==> src/rtl/xreg_wb_arbiter.sv <==
// rtl/xreg_wb_arbiter.sv - round-robin writeback arbiter for the x register file
// Adds a pending-load scoreboard so that non-load writes cannot overtake an outstanding load.
module xreg_wb_arbiter #(
  parameter int XLEN = 32
) (
  input  logic              clk,
  input  logic              rstn,
  input  logic [2:0]        req_valid,
  input  logic [11:0]       req_index,
  input  logic [3*XLEN-1:0] req_data,
  output logic [2:0]        req_ready,
  input  logic              rsv_valid,
  input  logic [3:0]        rsv_index,
  output logic              rsv_ready,
  input  logic              flush,
  output logic [15:0]       busy,
  output logic              wreq,
  output logic [3:0]        windex,
  output logic [XLEN-1:0]   wdata
);

  logic [1:0]      last;
  logic [1:0]      gnum;
  logic [2:0]      elig;
  logic [2:0]      grant;
  logic            xfer;
  logic [3:0]      idx [3];
  logic [XLEN-1:0] dat [3];
  logic [3:0]      sel_idx;
  logic [XLEN-1:0] sel_data;
  logic [15:0]     busy_next;

  // Load returns (port 0) are never blocked: they are what clears the scoreboard.
  always_comb begin
    for (int i = 0; i < 3; i++) begin
      idx[i] = req_index[4*i +: 4];
      dat[i] = req_data[XLEN*i +: XLEN];
    end
    elig[0] = req_valid[0];
    elig[1] = req_valid[1] && ((idx[1] == 4'd0) || !busy[idx[1]]);
    elig[2] = req_valid[2] && ((idx[2] == 4'd0) || !busy[idx[2]]);
  end

  always_comb begin
    grant = 3'b000;
    case (last)
      2'd0: begin
        if (elig[1])      grant = 3'b010;
        else if (elig[2]) grant = 3'b100;
        else if (elig[0]) grant = 3'b001;
      end
      2'd1: begin
        if (elig[2])      grant = 3'b100;
        else if (elig[0]) grant = 3'b001;
        else if (elig[1]) grant = 3'b010;
      end
      default: begin
        if (elig[0])      grant = 3'b001;
        else if (elig[1]) grant = 3'b010;
        else if (elig[2]) grant = 3'b100;
      end
    endcase
  end

  assign req_ready = grant;
  assign xfer      = |grant;

  always_comb begin
    gnum     = 2'd0;
    sel_idx  = idx[0];
    sel_data = dat[0];
    if (grant[1]) begin
      gnum     = 2'd1;
      sel_idx  = idx[1];
      sel_data = dat[1];
    end else if (grant[2]) begin
      gnum     = 2'd2;
      sel_idx  = idx[2];
      sel_data = dat[2];
    end
  end

  assign rsv_ready = rsv_valid && !flush && ((rsv_index == 4'd0) || !busy[rsv_index]);

  // A reserve landing on the same edge as an unrelated load clear both take effect.
  always_comb begin
    busy_next = busy;
    if (flush) begin
      busy_next = '0;
    end else begin
      if (grant[0]) busy_next[idx[0]] = 1'b0;
      if (rsv_ready && (rsv_index != 4'd0)) busy_next[rsv_index] = 1'b1;
    end
    busy_next[0] = 1'b0;
  end

  always_ff @(posedge clk or negedge rstn) begin
    if (!rstn) begin
      last   <= 2'd2;
      wreq   <= 1'b0;
      windex <= '0;
      wdata  <= '0;
      busy   <= '0;
    end else begin
      wreq <= xfer && (sel_idx != 4'd0);
      if (xfer) begin
        windex <= sel_idx;
        wdata  <= sel_data;
        last   <= gnum;
      end
      busy <= busy_next;
    end
  end

endmodule

==> config.mk <==
export PLATFORM = sky130hd
export DESIGN_NAME = xreg_wb_arbiter
export DESIGN_NICKNAME = d
export VERILOG_FILES = /design/src/rtl/xreg_wb_arbiter.sv
export SDC_FILE = /design/constraint.sdc
export NUM_CORES = 1
export LEC_CHECK = 0
export BUFFER_PORTS_ARGS = -buffer_cell sky130_fd_sc_hd__buf_2
export CORE_MARGIN = 3
export CORE_UTILIZATION = 49
export CTS_CLUSTER_DIAMETER = 80
export DETAILED_ROUTE_END_ITERATION = 7
export PLACE_DENSITY = 0.92
export SLEW_MARGIN = 25
export SYNTH_ARGS = -nofsm -noshare
export SYNTH_HDL_FRONTEND = slang
export SYNTH_SLANG_ARGS = --single-unit
==> constraint.sdc <==
create_clock -name clk -period 4.9 [get_ports clk]
set_input_delay 0.735 -clock clk [delete_from_list [all_inputs] [get_ports clk]]
set_output_delay 0.735 -clock clk [all_outputs]
set_load 0.05 [all_outputs]
==> flow_summary.ini, run 1 <==
[synth]
synthCells = 324
syn-num-nets = 443
synth.top_cells.by_area = dfrtp_1 40%, a22oi_1 8.1%, o22ai_1 6.2%
syn_area_um2 = 3330
synth_commonest_cells = 53 x dfrtp_1, 36 x a22oi_1, 33 x o22ai_1
async_flop_share = 1.00
ys.flop_type = dfrtp_1
yosysMostFrequentCell = dfrtp_1
seq_area_frac_synth = 0.407
syn_avg_cell_area_um2 = 10.3
yosys_warnings = 0
synth_cell_type_count = 63
synth.largest_area_cell = dfrtp_1
ys_ff_latch = 54
synth-edff-count = 0
synth_top_area_frac = 0.399

[timing]
setup_violations = 0
tightest_slew_ns = 0.784
fin_crit_ns = 3.68
worst_slew_margin_rel = 0.476
holdWs_ns = 0.512
clock_skew_ns = 0.00696
finalHoldViolCount = 0
setup-tns-final_ns = 0
slew_violations = 0
fin_crit_sh = 0.750
rsz0062_at_grt = no
max_freq_mhz = 272

[clock_tree]
cts_setup_buffers = 0
ctsHoldBuffers = 0
cts_tree = built
htreeDepth = 2
clk_pin_slew_ns = 0.10
cts_buffers = 5
clock_sinks = 54
clock_latency_ns = 0.30
cts_resized = 0
cts-root-buf = clkbuf_8
clk_path_buf_depth = 2

[hold_path]
worst_hold_startpoint = wdata[18]$_DFFE_PN0P_
hold_path_class = reg2reg

[placed_design]
port_buffers = 174
hpwl_um = 8170
gp_congestion = 0.888
dp.cells = 552

[floorplanning]
die_w_um = 88.4
coreArea_um2 = 6460
rows = 29
die-area_um2 = 7810
fp.dieH_um = 88.4
ios = 176
initial_core_util = 0.515

[status]
status = completed

[worst_setup_path]
worst-path-max-fanout = 33
required_ns = 4.16
start_kind = input port
arrival_ns = 2.94
crit_path_end_kind = primary output
r2r-start = busy[11]$_DFF_PN0_
startpoint = req_index[8]
regToRegSetupSlack_ns = 1.88
worst-setup-path-type = in2out

[flow_run]
cap_violations = 0

[routing]
drt-vias-per-instance = 6.29
drt_iter0_markers = 179
wl_per_cell_um = 19.3
drtPass1Iterations = 5
drtAntennaViolNets = 0
wirelength_um = 10800
drc = 0
vias = 3520

[global_route]
grt_use_total = 0.260
grt_max_degree = 55
grt_pass1_wl_um = 16100
overflow = 0
grt_pass1_vias = 3246
antenna_found_initial = 0

[layout]
fin_nets = 601
fillCellCount = 551
layout.cells.non_filler = 560
area_growth_pct = 27.3
antenna_cells = 0
drive_gt1_frac = 0.435

[power_and_ir_drop]
cellPowerDensity_nw_per_um2 = 370
power_leakage_nw = 1.98
ir_worst_vdd_mv = 0.257
[metal layers]
layer,vias up,routed length (um),share of wire,track usage
met5,-,0,0,0
met4,0,144,0.013,0.0687
met3,18,671,0.062,0.0466
met2,183,5760,0.53,0.438
met1,1721,4220,0.39,0.347
li1,1598,-,-,-
[metrics by stage]
step            util  instance area (um^2)  setup WS (ns)  total power, W
3_3_place_gp   0.637                  4110           1.26         0.00128
2_1_floorplan      -                  3330           1.22         0.00112
5_1_grt        0.656                  4240           1.09         0.00164
4_1_cts        0.656                  4240           1.23         0.00157
6_report       0.656                  4240           1.22         0.00157
3_5_place_dp   0.641                  4140           1.23         0.00131
[cells by family (layout without fill, tap and decap cells)]
| group | count (synthesis) | count (layout) | synth area share |
|---|---|---|---|
| AO/OA/AOI/OAI | 157 | 157 | 0.344 |
| buffers and inverters | 31 | 190 | 0.0666 |
| flip-flops | 54 | 54 | 0.407 |
| multiplexers | 15 | 15 | 0.0763 |
| other | 1 | 1 | 0.00113 |
| AND/OR/NAND/NOR | 66 | 66 | 0.105 |
[flip-flops by register name, summed over array words and instances (netlist names)]
name,count
last,2
busy,15
wdata,32
windex,4
wreq,1
[report_power, final]
| part | switching, W | total, W | internal [W] |
|---|---|---|---|
| clock | 0.000148 | 0.000266 | 0.000117 |
| sequential | 0.0000566 | 0.000583 | 0.000526 |
| combinational | 0.000523 | 0.000720 | 0.000197 |
| total | 0.000728 | 0.00157 | 0.000841 |
[final timing paths]
check	to	cells after the start
min in group asynchronous	busy[10]$_DFF_PN0_	2
setup / recovery	req_ready[2]	8
setup reg to reg	wreq$_DFF_PN0_	8
hold / removal	wdata[18]$_DFFE_PN0P_	2
hold reg to reg	wdata[18]$_DFFE_PN0P_	2
max in group asynchronous	windex[1]$_DFFE_PN0P_	2
[worst max-delay path, stage by stage]
cell	delay, ns
buf_2	0.14
mux4_1	0.58
a22oi_2	0.25
o311a_2	0.31
o41ai_4	0.13
nor2_2	0.09
buf_4	0.33
buf_2	0.34
[final cells by class]
cell class / instances / area [um^2] / share of cell area
Clock buffer: 7 / 86.3 / 0.0204
Clock inverter: 1 / 8.76 / 0.00207
Inverter: 3 / 11.3 / 0.00266
Multi-Input combinational cell: 239 / 1760 / 0.416
Sequential cell: 54 / 1350 / 0.319
Tap cell: 77 / 96.3 / 0.0227
Timing Repair Buffer: 179 / 920 / 0.217
[layout by cell type, fill, tap and decap left out, types with 2 or more instances in the layout]
| cell | n |
|---|---|
| mux4_2 | 4 |
| mux4_1 | 3 |
| nand2b_1 | 2 |
| buf_2 | 174 |
| o22ai_1 | 33 |
| o21ai_0 | 8 |
| nand2_1 | 16 |
| o21a_1 | 2 |
| a41oi_1 | 2 |
| clkbuf_8 | 6 |
| nor2_1 | 15 |
| nor2b_1 | 9 |
| dfrtp_1 | 53 |
| a22oi_1 | 36 |
| a32o_1 | 6 |
| a21oi_1 | 11 |
| o32a_1 | 4 |
| buf_4 | 3 |
| mux2_2 | 3 |
| nand3_1 | 6 |
| o21ai_1 | 29 |
| and2_1 | 2 |
| nor4_1 | 3 |
| mux2i_1 | 4 |
| inv_1 | 2 |
| o21bai_1 | 4 |
| o31ai_1 | 3 |
| and2b_1 | 2 |
| a22o_1 | 2 |
No activity file was read; power rests on OpenSTA's default activity.
==> run 2: changes to the inputs <==
--- a/config.mk
+++ b/config.mk
@@ -7,10 +7,10 @@
 export LEC_CHECK = 0
 export BUFFER_PORTS_ARGS = -buffer_cell sky130_fd_sc_hd__buf_2
 export CORE_MARGIN = 3
-export CORE_UTILIZATION = 49
+export CORE_UTILIZATION = 41
 export CTS_CLUSTER_DIAMETER = 80
 export DETAILED_ROUTE_END_ITERATION = 7
-export PLACE_DENSITY = 0.92
+export PLACE_DENSITY = 0.83
 export SLEW_MARGIN = 25
 export SYNTH_ARGS = -nofsm -noshare
 export SYNTH_HDL_FRONTEND = slang
==> constraint.sdc (replaced) <==
create_clock -name clk -period 3.3 [get_ports clk]
set_input_delay 0.495 -clock clk [delete_from_list [all_inputs] [get_ports clk]]
set_output_delay 0.495 -clock clk [all_outputs]
set_load 0.05 [all_outputs]
==> flow_summary.ini, run 2 (synthesis results as in run 1) <==
[status]
status = completed

[clock_tree]
cts-root-buf = clkbuf_8
clk_path_buf_depth = 2
cts_resized = 0
htreeDepth = 2
clock_latency_ns = 0.31
clock_sinks = 54
ctsHoldBuffers = 0
cts_setup_buffers = 0
clk_pin_slew_ns = 0.10
cts_tree = built
cts_buffers = 5

[flow_run]
cap_violations = 0

[global_route]
overflow = 0
grt_max_degree = 42
grt_use_total = 0.226
antenna_found_initial = 0
grt_pass1_wl_um = 16300
grt_pass1_vias = 3250

[worst_setup_path]
cp_slowest_cell = or2_0
crit_path_end_kind = primary output
worst-path-buf-inv = 1
cpPeakStageDelay_ns = 0.57
cp_cell_sequence = mux2i_1 > and3_1 > nor4b_2 > or2_0 > nor2_4 > buf_2
worst-path-max-fanout = 8
r2r-start = busy[11]$_DFF_PN0_
arrival_ns = 2.58
start_kind = register
crit_family = simple AND/OR/NAND/NOR gates
worst-setup-path-type = reg2out
regToRegSetupSlack_ns = 0.44
required_ns = 2.80
r2r-end = wreq$_DFF_PN0_
reg2reg_depth = 8

[power_and_ir_drop]
internal_power_w = 0.00132
pwr-share-clk = 0.199
p_sw_w = 0.00108
p_sw_frac = 0.449
seqPwrFrac = 0.359
cellPowerDensity_nw_per_um2 = 560
ir_worst_vdd_mv = 0.313
power_leakage_nw = 2.00
p_comb_frac = 0.442

[layout]
area_growth_pct = 29.2
largest_register = wdata
largest_reg_flops = 32
drive_gt1_frac = 0.437
mostFrequentLayoutCell = buf_2
fin_nets = 603
antenna_cells = 0
reg.largest.list = wdata x32, busy x15, windex x4
mostFrequentLayoutCells = 173 x buf_2, 53 x dfrtp_1, 36 x a22oi_1

[timing]
tightest_slew_ns = 0.713
holdWs_ns = 0.154
fin_crit_ns = 3.08
max_freq_mhz = 325
rsz0062_at_grt = no
slew_violations = 0
setup-tns-final_ns = 0
finalHoldViolCount = 0
clock_skew_ns = 0.00766
setup_violations = 0
fin_crit_sh = 0.932
worst_slew_margin_rel = 0.521

[placed_design]
port_buffers = 174
gp_congestion = 0.871
hpwl_um = 8250

[routing]
drt-vias-per-instance = 5.90
drtAntennaViolNets = 0
wl_per_cell_um = 18.3
wirelength_um = 10700
vias = 3461
drtPass1Iterations = 5
drt_iter0_markers = 278
drc = 0

[floorplanning]
rows = 32
die-area_um2 = 9230
die_w_um = 96.1
coreArea_um2 = 7810
fp.dieH_um = 96.1
ios = 176
initial_core_util = 0.426

[hold_path]
hold_path_class = in2async
-- run 2: changes by cell type in the layout (fill, tap and decap cells not counted), sizes merged --
cell | before | now
clkbuf | 7 | 6
bufinv | 0 | 1
buf | 179 | 181
-- run 2: power by group through the flow --
stage                     logic (W)  registers (W)  clock network [W]
final                       0.00106       0.000863           0.000479
after global placement      0.00105       0.000873                  0
after CTS                   0.00107       0.000863           0.000491
after detailed placement    0.00107       0.000873                  0
after global routing        0.00114       0.000878           0.000521
after floorplan            0.000398        0.00126                  0
-- run 2: worst max-delay path by stage --
stage | endpoint | start | slack (ns) | depth (start not counted)
detailed placement | wreq$_DFF_PN0_ | req_index[6] | 0.25 | 9
floorplan | rsv_ready | rsv_index[0] | 0.1 | 6
CTS | req_ready[1] | busy[11]$_DFF_PN0_ | 0.24 | 6
finish | req_ready[1] | busy[11]$_DFF_PN0_ | 0.22 | 6
global placement | wreq$_DFF_PN0_ | req_index[6] | 0.33 | 9
global route | req_ready[1] | busy[8]$_DFF_PN0_ | 0.02 | 6
-- run 2: stage by stage --
stage                      util  setup slack (ns)  std cells  instance area (um^2)  power (W)
after floorplan               -            0.0978        324                  3330    0.00166
after global placement    0.535             0.335        579                  4170    0.00192
after detailed placement  0.535             0.252        579                  4170    0.00194
after CTS                 0.550             0.240        587                  4300    0.00242
after global routing      0.550            0.0210        587                  4300    0.00253
final                     0.550             0.224        587                  4300    0.00241
-- run 2: final cells by class --
cell class              instances  area (um^2)
fillers                       714         3510
clock buffers                   6         82.6
well taps                     102          128
flip-flops and latches         54         1350
clock inverters                 2         38.8
multi-input cells             239         1760
repair buffers                181          926
inverters                       3         11.3
-- run 2: worst reg2reg max path: stages, from the launching register on --
cell and delay, ns:
dfrtp_1 0.51, mux2i_1 0.13, and3_1 0.22, nor4b_2 0.50, or2_0 0.57, nor2_4 0.10
buf_4 0.24, a22oi_1 0.30, a41oi_1 0.16
-- run 2: layer usage --
layer | vias up | part of all wire | GRT usage
met5 | - | 0 | 0
met4 | 0 | 0.018 | 0.0592
met2 | 132 | 0.52 | 0.378
li1 | 1606 | - | -
met3 | 21 | 0.062 | 0.0360
met1 | 1702 | 0.40 | 0.304
